### src/rtl/wbuffer_drain_ctrl.sv
// Write-buffer drain sequencer: moves the FIFO head line to memory as one
// 8-beat AXI INCR burst and retires the entry only after its B response.
module wbuffer_drain_ctrl #(
  parameter int unsigned DEPTH      = 16,
  parameter int unsigned HIGH_WATER = 12,
  parameter logic [3:0]  AXI_ID     = 4'd1
) (
  input  logic         clk,
  input  logic         resetn,
  input  logic [4:0]   ent_count,
  input  logic [26:0]  ent_paddr,
  input  logic [255:0] ent_data,
  output logic         pop,
  input  logic         drain_hint,
  input  logic         clear,
  output logic         clear_done,
  output logic         busy,
  output logic         bus_err,
  output logic [3:0]   awid,
  output logic [31:0]  awaddr,
  output logic [7:0]   awlen,
  output logic [2:0]   awsize,
  output logic [1:0]   awburst,
  output logic [1:0]   awlock,
  output logic [3:0]   awcache,
  output logic [2:0]   awprot,
  output logic         awvalid,
  input  logic         awready,
  output logic [3:0]   wid,
  output logic [31:0]  wdata,
  output logic [3:0]   wstrb,
  output logic         wlast,
  output logic         wvalid,
  input  logic         wready,
  input  logic [3:0]   bid,
  input  logic [1:0]   bresp,
  input  logic         bvalid,
  output logic         bready
);

  typedef enum logic [1:0] {S_IDLE, S_AW, S_W, S_B} state_t;

  // A high-water mark above the buffer depth could never trigger; clamp it.
  localparam logic [4:0] HW_MARK = 5'((HIGH_WATER > DEPTH) ? DEPTH : HIGH_WATER);

  state_t       state;
  logic [2:0]   beat;
  logic         clr_pend;
  logic [31:0]  addr_r;
  logic [255:0] line_r;
  logic         start;
  logic         clr_req;
  logic         unused_bid;

  assign clr_req    = clr_pend | clear;
  assign start      = (ent_count != 5'd0) && (clr_req || (ent_count >= HW_MARK) || drain_hint);
  assign unused_bid = ^bid;

  assign awid    = AXI_ID;
  assign awaddr  = addr_r;
  assign awlen   = 8'd7;
  assign awsize  = 3'd2;
  assign awburst = 2'b01;
  assign awlock  = '0;
  assign awcache = '0;
  assign awprot  = '0;
  assign wid     = AXI_ID;
  assign wstrb   = '1;
  assign wdata   = line_r[{beat, 5'b0} +: 32];

  // pop must coincide with the B handshake so the storage has updated
  // ent_count by the single IDLE cycle that follows.
  assign pop = resetn && (state == S_B) && bvalid;

  always_ff @(posedge clk) begin
    if (!resetn) begin
      state      <= S_IDLE;
      beat       <= '0;
      clr_pend   <= 1'b0;
      bus_err    <= 1'b0;
      clear_done <= 1'b0;
      busy       <= 1'b0;
      awvalid    <= 1'b0;
      wvalid     <= 1'b0;
      wlast      <= 1'b0;
      bready     <= 1'b0;
    end else begin
      clear_done <= 1'b0;
      // clear is still held in the clear_done cycle; ignore it there.
      clr_pend   <= clear_done ? 1'b0 : clr_req;
      case (state)
        S_IDLE: begin
          if (start) begin
            addr_r  <= {ent_paddr, 5'b0};
            line_r  <= ent_data;
            awvalid <= 1'b1;
            busy    <= 1'b1;
            state   <= S_AW;
          end else if (clr_req && (ent_count == 5'd0) && !clear_done) begin
            clear_done <= 1'b1;
          end
        end
        S_AW: begin
          if (awready) begin
            awvalid <= 1'b0;
            wvalid  <= 1'b1;
            wlast   <= 1'b0;
            beat    <= '0;
            state   <= S_W;
          end
        end
        S_W: begin
          if (wready) begin
            beat <= beat + 3'd1;
            if (beat == 3'd7) begin
              wvalid <= 1'b0;
              wlast  <= 1'b0;
              bready <= 1'b1;
              state  <= S_B;
            end else begin
              wlast <= (beat == 3'd6);
            end
          end
        end
        S_B: begin
          if (bvalid) begin
            bready <= 1'b0;
            busy   <= 1'b0;
            if (bresp != 2'b00) bus_err <= 1'b1;
            state  <= S_IDLE;
          end
        end
        default: state <= S_IDLE;
      endcase
    end
  end

endmodule
### config.mk
export PLATFORM = sky130hd
export DESIGN_NAME = wbuffer_drain_ctrl
export DESIGN_NICKNAME = d
export VERILOG_FILES = /design/src/rtl/wbuffer_drain_ctrl.sv
export SDC_FILE = /design/constraint.sdc
export NUM_CORES = 1
export LEC_CHECK = 0
export CAP_MARGIN = 20
export CELL_PAD_IN_SITES_DETAIL_PLACEMENT = 0
export CELL_PAD_IN_SITES_GLOBAL_PLACEMENT = 1
export CORE_MARGIN = 1.5
export CORE_UTILIZATION = 37
export DETAILED_ROUTE_END_ITERATION = 8
export GPL_ROUTABILITY_DRIVEN = 0
export PLACE_DENSITY_LB_ADDON = 0.1
export SYNTH_ARGS = -nofsm -noshare
export SYNTH_HDL_FRONTEND = slang
export SYNTH_SLANG_ARGS = --single-unit
export TNS_END_PERCENT = 20
### constraint.sdc
create_clock -name clk -period 12.1 [get_ports clk]
set_clock_uncertainty 0.15 [all_clocks]
set_input_delay 1.815 -clock clk [delete_from_list [all_inputs] [get_ports clk]]
set_output_delay 1.815 -clock clk [all_outputs]
set_load 0.005 [all_outputs]
==> flow_summary.json <==
{
  "synth_cells": 520,
  "status": "complete, no violations",
  "synth-edff-count": 283,
  "ys.flop_type": "edfxtp_1",
  "max_cap_viol_count": 0,
  "root_buffer": "clkbuf_16",
  "cts_max_path_buffers": 3,
  "final_layout_size_suffix_gt1_share_pct": 15.1,
  "worst_setup_path_end_kind": "flip-flop",
  "rsz0062_at_grt": "false",
  "port_buffers": 363,
  "ys_top_cells_by_count": "edfxtp_1 (283), mux4_2 (56), buf_4 (41)",
  "multi_input_area_sq_um": 2390,
  "die_x_um": 179,
  "yosys_register_bits": 296,
  "postCtsSetupBuffers": 0,
  "netlist_area_sq_um": 11500,
  "hold_viol_final": 0,
  "crit_required_ns": 12.06,
  "area_growth_pct": 42.9,
  "antenna_found_initial": 3,
  "nets": 1211,
  "fin_crit_ns": 5.45,
  "cp.arrival_ns": 5.41,
  "hpwl_mm": 18.6,
  "grt_pass1_wl_mm": 38.0,
  "yosysMostFrequentCell": "edfxtp_1",
  "grt_use_total_pct": 16.2,
  "ctsHoldBuffers": 0,
  "grt_max_degree": 80,
  "grt_overflow": 0,
  "core-area_sq_um": 30500,
  "ys_seq_area_share_pct": 76.4,
  "hp-class": "reg -> reg",
  "ys_types": 37,
  "nFillCells": 2387,
  "drc": 0,
  "tns_ns": 0,
  "post_drt_wl_per_cell_um": 19.9,
  "h-tree-depth": 2,
  "drv_slew": 0,
  "dieArea_sq_um": 32100,
  "yosys_warnings": 0,
  "critPathMaxFanout": 79,
  "leakage_nw": 5.50,
  "first_global_vias": 6814,
  "worst_setup_path_start_kind": "input pin",
  "irDropWorstVdd_mv": 0.0942,
  "clkSinkCount": 296,
  "drt-total-wl_mm": 26.3,
  "die_y_um": 179,
  "whs_ns": 0.282,
  "fin_crit_sh_pct": 45.0,
  "max_slew_margin_pct": 26.9,
  "path_clk_slew_ns": 0.05,
  "ant_nets": 0,
  "seq_area_sq_um": 8770,
  "post_cts_resized": 0,
  "drtIter0Drc": 275,
  "netlist.top_cell.by_area": "edfxtp_1",
  "setup_viol": 0,
  "firstDrtPassIters": 5,
  "async_reset_ff_share_pct": 0,
  "worstSkewPairLatency_ns": 0.48,
  "num_rows": 64,
  "vias_per_cell": 4.62,
  "synthDominantCellAreaShare_pct": 74.1,
  "syn-mean-instance-area_sq_um": 22.1,
  "synth.area.top_cells": "edfxtp_1 (74%), mux4_2 (11%), mux2_2 (3.1%)",
  "fmax_mhz": 184,
  "vias": 6122,
  "power_density_nw_per_um2": 174,
  "cts_made_buffers": 34,
  "cts_tree": "built",
  "pin_count": 407,
  "tightest_slew_ns": 1.10,
  "start_util_pct": 37.6,
  "crit_type": "in -> reg"
}
-- critical path, stage by stage --
cell,delay [ns]
clkdlybuf4s50_1,0.50
nor3_1,0.08
a221oi_1,0.43
and2_4,0.82
buf_4,0.80
buf_4,0.88
-- sequential cells by signal, summed over array words and instances (netlist names) --
name / cells
awaddr: 27
awvalid: 1
beat: 3
bready: 1
bus_err: 1
busy: 1
clear_done: 1
clr_pend: 1
line_r: 256
state: 2
wlast: 1
wvalid: 1
-- layout make-up --
type                    count  area share (%)
inverters                   7           0.160
repair buffers            368            22.4
diodes                      2          0.0305
clock buffers              43            5.53
multi-input cells         195            14.6
well taps                 396            3.02
flip-flops and latches    296            53.5
clock inverters            17           0.779
-- layer usage --
layer  global-route usage (%)  part of all wire (%)  vias up
met5                        0                     0        -
met4                     5.35                   2.2        0
met3                     6.74                    11       39
met2                     28.4                    51      287
met1                     17.6                    35     2968
li1                         -                     -     2828
-- where the power goes --
group | internal [mW] | switching, mW | total (mW)
sequential | 1.37 | 0.0482 | 1.42
clock | 0.571 | 0.376 | 0.946
combinational | 0.259 | 0.229 | 0.488
-- final timing paths --
kind	depth (start not counted)	slack, ns	startpoint	end
setup / recovery	6	6.65	ent_count[2]	line_r[2]$_DFFE_PP_
hold / removal	1	0.28	clear_done$_SDFF_PP0_	clr_pend$_SDFF_PP0_
hold reg to reg	1	0.28	clear_done$_SDFF_PP0_	clr_pend$_SDFF_PP0_
setup reg to reg	7	7.95	state[0]$_SDFFE_PN0P_	line_r[2]$_DFFE_PP_
-- metrics by stage --
| step | util [%] | setup WS [ns] | total power [mW] | area, sq um | cells |
|---|---|---|---|---|---|
| 2_1_floorplan | - | 2.57 | 1.77 | 11600 | 557 |
| 6_report | 53.7 | 6.65 | 2.86 | 16400 | 1324 |
| 3_3_place_gp | 50.3 | 6.22 | 1.91 | 15400 | 1262 |
| 3_5_place_dp | 50.3 | 6.04 | 1.94 | 15400 | 1262 |
| 5_1_grt | 53.7 | 6.39 | 2.99 | 16400 | 1324 |
| 4_1_cts | 53.7 | 6.59 | 2.90 | 16400 | 1322 |
-- cells in the final DEF, fill, tap and decap left out, types with 8 or more instances in the layout --
cell and n:
clkdlybuf4s50_1 363, ha_1 8, clkbuf_1 8, mux2_2 32, conb_1 39, dfxtp_1 10, edfxtp_1 283, mux4_2 56
clkbuf_16 35, a21oi_1 8, mux4_1 8, clkinv_1 9
-- cells by family after synthesis --
family | after synthesis | share of synthesized area (%)
flops | 296 | 76.4
mux | 100 | 16.3
buf+inv | 66 | 3.98
simple gates | 26 | 1.19
compound gates | 22 | 1.20
fa+ha+maj | 8 | 0.873
other cells | 2 | 0.0655
Note: power is estimated with default switching activity, not from simulation.
